[config.mk]
export PLATFORM = sky130hd
export DESIGN_NAME = dense_layer_engine
export DESIGN_NICKNAME = d
export VERILOG_FILES = /design/src/rtl/dense_layer_engine.sv
export SDC_FILE = /design/constraint.sdc
export NUM_CORES = 1
export LEC_CHECK = 0
export ABC_CLOCK_PERIOD_IN_PS = 8270
export CAP_MARGIN = 20
export CORE_MARGIN = 3
export CORE_UTILIZATION = 45
export CTS_BUF_LIST = sky130_fd_sc_hd__clkbuf_8
export CTS_CLUSTER_DIAMETER = 150
export DETAILED_ROUTE_END_ITERATION = 7
export RECOVER_POWER = 100
export SLEW_MARGIN = 10
export SYNTH_ARGS = -nofsm -noshare
export SYNTH_HDL_FRONTEND = slang
export SYNTH_SLANG_ARGS = --single-unit
export TNS_END_PERCENT = 10
[constraint.sdc]
create_clock -name clk -period 8.27 [get_ports clk]
set_input_delay 1.654 -clock clk [delete_from_list [all_inputs] [get_ports clk]]
set_output_delay 1.654 -clock clk [all_outputs]
set_load 0.05 [all_outputs]
[src/rtl/dense_layer_engine.sv]
// Single-MAC fully-connected layer: buffers one input vector, then computes each
// neuron from ROM weights/bias, requantises, activates and streams the result out.
module dense_layer_engine #(
  parameter int unsigned IN_SIZE      = 2,
  parameter int unsigned OUT_SIZE     = 3,
  parameter int unsigned DATA_WIDTH   = 16,
  parameter int unsigned WEIGHT_WIDTH = 8,
  parameter int unsigned WFRAC        = 7,
  parameter int unsigned ACC_WIDTH    = 32,
  localparam int unsigned W_AW = $clog2(IN_SIZE * OUT_SIZE),
  localparam int unsigned B_AW = (OUT_SIZE > 1) ? $clog2(OUT_SIZE) : 1
) (
  input  logic                    clk,
  input  logic                    rst,
  input  logic [1:0]              act_mode,
  input  logic [DATA_WIDTH-1:0]   in_data,
  input  logic                    in_valid,
  output logic                    in_ready,
  output logic [W_AW-1:0]         w_addr,
  input  logic [WEIGHT_WIDTH-1:0] w_data,
  output logic [B_AW-1:0]         b_addr,
  input  logic [DATA_WIDTH-1:0]   b_data,
  output logic [DATA_WIDTH-1:0]   out_data,
  output logic                    out_valid,
  input  logic                    out_ready,
  output logic                    done
);

  localparam int unsigned I_W = (IN_SIZE > 1) ? $clog2(IN_SIZE) : 1;
  localparam int unsigned PW  = DATA_WIDTH + WEIGHT_WIDTH;
  localparam int unsigned RND = 1 << (WFRAC - 1);

  localparam logic [I_W-1:0]  LAST_I = I_W'(IN_SIZE - 1);
  localparam logic [B_AW-1:0] LAST_O = B_AW'(OUT_SIZE - 1);

  localparam logic signed [ACC_WIDTH-1:0] SAT_MAX =
    ACC_WIDTH'({1'b0, {(DATA_WIDTH-1){1'b1}}});
  localparam logic signed [ACC_WIDTH-1:0] SAT_MIN = ~SAT_MAX;
  localparam logic signed [DATA_WIDTH-1:0] HT_MAX = DATA_WIDTH'(256);
  localparam logic signed [DATA_WIDTH-1:0] HT_MIN = -HT_MAX;

  typedef enum logic [2:0] {S_IDLE, S_LOAD, S_MAC, S_RESULT, S_OUT} state_t;

  state_t state, state_next;

  logic signed [DATA_WIDTH-1:0] in_buf [IN_SIZE];
  logic [I_W-1:0]               wr_idx;
  logic [1:0]                   mode_q;
  logic                         iss_v, rd_v;
  logic [I_W-1:0]               iss_k, rd_k;
  logic signed [ACC_WIDTH-1:0]  acc;

  logic accept, last_in, hs, last_out, start_mac, in_ready_next, done_next;

  logic signed [PW-1:0]         prod;
  logic signed [ACC_WIDTH-1:0]  bias_ext, rnd, shr;
  logic signed [DATA_WIDTH-1:0] sat, act;

  always_ff @(posedge clk) begin
    if (rst) state <= S_IDLE;
    else     state <= state_next;
  end

  // Next-state and handshake strobes
  always_comb begin
    state_next    = state;
    accept        = 1'b0;
    last_in       = 1'b0;
    hs            = 1'b0;
    last_out      = (b_addr == LAST_O);
    start_mac     = 1'b0;
    in_ready_next = 1'b0;
    done_next     = 1'b0;
    case (state)
      S_IDLE, S_LOAD: begin
        accept        = in_ready && in_valid;
        last_in       = accept && (wr_idx == LAST_I);
        in_ready_next = !last_in;
        start_mac     = last_in;
        if (last_in)     state_next = S_MAC;
        else if (accept) state_next = S_LOAD;
      end
      S_MAC: begin
        if (rd_v && (rd_k == LAST_I)) state_next = S_RESULT;
      end
      S_RESULT: state_next = S_OUT;
      S_OUT: begin
        hs = out_valid && out_ready;
        if (hs) begin
          if (last_out) begin
            state_next    = S_IDLE;
            in_ready_next = 1'b1;
            done_next     = 1'b1;
          end else begin
            state_next = S_MAC;
            start_mac  = 1'b1;
          end
        end
      end
      default: state_next = S_IDLE;
    endcase
  end

  // MAC operands, requantisation and activation
  always_comb begin
    prod     = PW'(in_buf[rd_k]) * PW'($signed(w_data));
    bias_ext = ACC_WIDTH'($signed(b_data)) <<< WFRAC;
    rnd      = acc + ACC_WIDTH'(RND);
    shr      = rnd >>> WFRAC;
    if (shr > SAT_MAX)      sat = DATA_WIDTH'(SAT_MAX);
    else if (shr < SAT_MIN) sat = DATA_WIDTH'(SAT_MIN);
    else                    sat = DATA_WIDTH'(shr);
    act = sat;
    case (mode_q)
      2'd1: if (sat[DATA_WIDTH-1]) act = '0;
      2'd2: if (sat[DATA_WIDTH-1]) act = sat >>> 3;
      2'd3: begin
        if (sat > HT_MAX)      act = HT_MAX;
        else if (sat < HT_MIN) act = HT_MIN;
      end
      default: act = sat;
    endcase
  end

  always_ff @(posedge clk) begin
    if (rst) begin
      for (int j = 0; j < IN_SIZE; j++) in_buf[j] <= '0;
      wr_idx    <= '0;
      mode_q    <= '0;
      iss_v     <= 1'b0;
      iss_k     <= '0;
      rd_v      <= 1'b0;
      rd_k      <= '0;
      acc       <= '0;
      w_addr    <= '0;
      b_addr    <= '0;
      in_ready  <= 1'b0;
      done      <= 1'b0;
      out_data  <= '0;
      out_valid <= 1'b0;
    end else begin
      in_ready <= in_ready_next;
      done     <= done_next;

      if (accept) begin
        in_buf[wr_idx] <= in_data;
        wr_idx         <= last_in ? '0 : wr_idx + I_W'(1);
        if (wr_idx == '0) mode_q <= act_mode;
      end

      // Address walk: neuron base on entry, then one weight per cycle
      if (last_in) begin
        w_addr <= '0;
        b_addr <= '0;
      end else if (hs && !last_out) begin
        w_addr <= w_addr + W_AW'(1);
        b_addr <= b_addr + B_AW'(1);
      end else if (iss_v && (iss_k != LAST_I)) begin
        w_addr <= w_addr + W_AW'(1);
      end

      if (start_mac) begin
        iss_v <= 1'b1;
        iss_k <= '0;
      end else if (iss_v) begin
        if (iss_k == LAST_I) iss_v <= 1'b0;
        else                 iss_k <= iss_k + I_W'(1);
      end

      // ROM data lags the address by one cycle
      rd_v <= iss_v;
      rd_k <= iss_k;
      if (rd_v) acc <= ((rd_k == '0) ? bias_ext : acc) + ACC_WIDTH'(prod);

      if (state == S_RESULT) begin
        out_data  <= act;
        out_valid <= 1'b1;
      end else if (hs) begin
        out_valid <= 1'b0;
      end
    end
  end

endmodule

==> flow_summary.toml <==
[power]
ir_worst_vdd_mv = 0.314
power_density_mw_per_mm2 = 282
p_leak_nw = 5.69

[yosys]
ys_async_sr_fraction_pct = 0
syn_avg_cell_area_um2 = 9.46
syn_nets = 1521
synth.cells.most_frequent = "inv_1 (179), fa_1 (160), nor2_1 (75), ha_1 (74), nor2b_1 (74)"
synth_cells = 1241
synth_ff_type = "dfxtp_1"
synthMostInstantiatedCell = "inv_1"
synth_edf_count = 32
synth_top_area_cell = "fa_1"
seq_area_frac_synth_pct = 19.4
yosys.area.top_type_share_pct = 27.3
ys_seq_elements = 98
synth_cell_type_count = 74
yosys_warnings = 0
synth_area_mm2 = 0.0117
synth.area.top_cells = "fa_1 (27%), dfxtp_1 (11%), edfxtp_1 (8.2%), ha_1 (7.9%), inv_1 (5.7%)"

[floorplan]
start_util_pct = 46.2
core-area_mm2 = 0.0254
die_w_um = 168
fp-row-count = 58
die_area_mm2 = 0.0281
die_h_um = 168
ioPinCount = 70

[setup_path]
r2r_cells = 20
critPathLaunchType = "primary input"
cp_max_fo = 14
r2r-end = "acc[24]"
crit_type = "primary input to register"
arrival_ns = 7.97
rrSetupSlack_ns = 0.99
worstReg2RegStart = "rd_k"
critical_path_required_ns = 8.55
endpoint_kind = "register"

[placement]
port_buffers = 69
finalWeightedCongestion = 0.871
post-place-ws_ns = 0.473
place_inst = 1610
dp_hpwl_um = 22700
placed_cell_area_mm2 = 0.0128

[timing]
setup_tns_ns = 0
rsz0062_at_grt = "false"
skew_ns = 0.0158
period_share_pct = 93.0
min_period_ns = 7.69
hold_viol_final = 0
setup_slack_ns = 0.579
maxSlewHeadroom_pct = -61.2
slew_violations = 52
max_freq_ghz = 0.130
final-setup-viol-count = 0
tightestPinTransition_ns = 2.42

[run_status]
violations = "capacitance limit, slew limit"
outcome = "finished with violations"

[route]
wl_um = 27800
avgRoutedWirePerCell_um = 17.1
via_per_inst = 5.31
ant_nets = 0
drtIter0Drc = 417
vias = 8631
drt_pass1_iterations = 5
drc = 0

[global_route]
grt_pass1_vias = 8970
antenna_found_initial = 0
grt.overflow.total = 0
grt_pass1_wl_um = 46900
grt_max_degree = 52
groute.usage.overall_pct = 20.7

[cells_and_area]
num-nets-final = 1571
final_util_pct = 50.9
fin_area_mm2 = 0.0129
diodes = 0
fin_cells = 1626
layout-drive-gt1-share_pct = 4.09
areaGrowthSynthToFinish_pct = 10.2

[hold_path]
min_to = "out_data[15]"
min_path_cells = 2
worstHoldPathType = "register to register"
min_from = "out_data[15]"

[clock_network]
numCtsBuffers = 9
hold_buffers = 0
cts_num_sinks = 98
post_cts_resized = 0
cts_tree = "done"
clkTransAtPathRegs_ns = 0.10
htreeDepth = 3
root_buffer = "clkbuf_8"
clk_latency_ns = 0.38
post_cts_buffers = 0
clockBufferDepth = 2

[flow_run]
drv_cap = 1
[area by class of cell]
type | instances | area [um^2]
Sequential cell | 98 | 2280
Fill cell | 2452 | 12500
Multi-Input combinational cell | 914 | 8550
Timing Repair Buffer | 89 | 817
Inverter | 179 | 672
Tap cell | 330 | 413
Clock inverter | 7 | 66.3
Clock buffer | 9 | 124
[power by group]
part / switching (mW) / internal, mW
combinational: 1.56 / 1.23
sequential: 0.0313 / 0.520
clock: 0.188 / 0.118
total: 1.78 / 1.86
[worst max-delay path, stage by stage]
cell and delay [ns]:
dlygate4sd3_1 0.85, inv_1 0.22, nor2_1 0.20, fa_1 0.44, fa_1 0.52, fa_1 0.55
inv_1 0.05, fa_1 0.54, inv_1 0.06, ha_1 0.29, ha_1 0.34, o21a_1 0.21
and4_1 0.26, a221o_1 0.36, a21oi_1 0.16, clkbuf_1 0.28, o211ai_1 0.19, a21o_1 0.21
a21oi_1 0.22, nor4b_1 0.08, a211o_1 0.31
[per-stage QoR]
stage | power (mW) | hold WS, ns
6_report | 3.65 | 0.452
5_1_grt | 4.09 | 0.495
4_1_cts | 3.70 | 0.460
3_5_place_dp | 3.37 | 0.445
3_3_place_gp | 3.37 | 0.442
2_1_floorplan | 2.72 | 0.452
[registers in the layout, indices dropped and copies added, names as in the netlist, 2 cells and up]
signal / cells
acc: 32
in_buf: 32
state: 3
w_addr: 3
mode_q: 2
b_addr: 2
out_data: 16
[logic make-up after synthesis]
logic type | after synthesis | synth area share (%)
simple gates | 390 | 18.2
flops | 98 | 19.4
mux | 63 | 5.44
buf+inv | 229 | 7.56
fa+ha+maj | 235 | 35.3
compound gates | 171 | 10.0
xor+xnor | 55 | 4.10
[routing by layer]
metal	part of all wire (%)	track usage (%)	vias up
met5	0	0	-
met1	44	27.6	4270
li1	-	-	4190
met2	51	36.2	132
met4	2.4	5.16	0
met3	2.6	2.41	39
[cell usage in the layout (no fill, tap or decap), drive strengths merged, types with 45 or more instances in the layout]
cell type  count
inv          184
mux2i         57
ha            74
nor2b         74
fa           160
nand2         57
and2          61
dfxtp         66
nor2          75
xnor2         45
a21oi         53
[worst max-delay path by stage]
| stage | start | endpoint | cells past startpoint |
|---|---|---|---|
| global placement | w_data[1] | acc[24] | 20 |
| detailed placement | w_data[7] | acc[24] | 21 |
| floorplan | w_data[0] | acc[29] | 19 |
| global route | w_data[3] | acc[29] | 18 |
| finish | w_data[7] | acc[24] | 21 |
| CTS | w_data[7] | acc[24] | 21 |
Note: power is estimated with default switching activity, not from simulation.
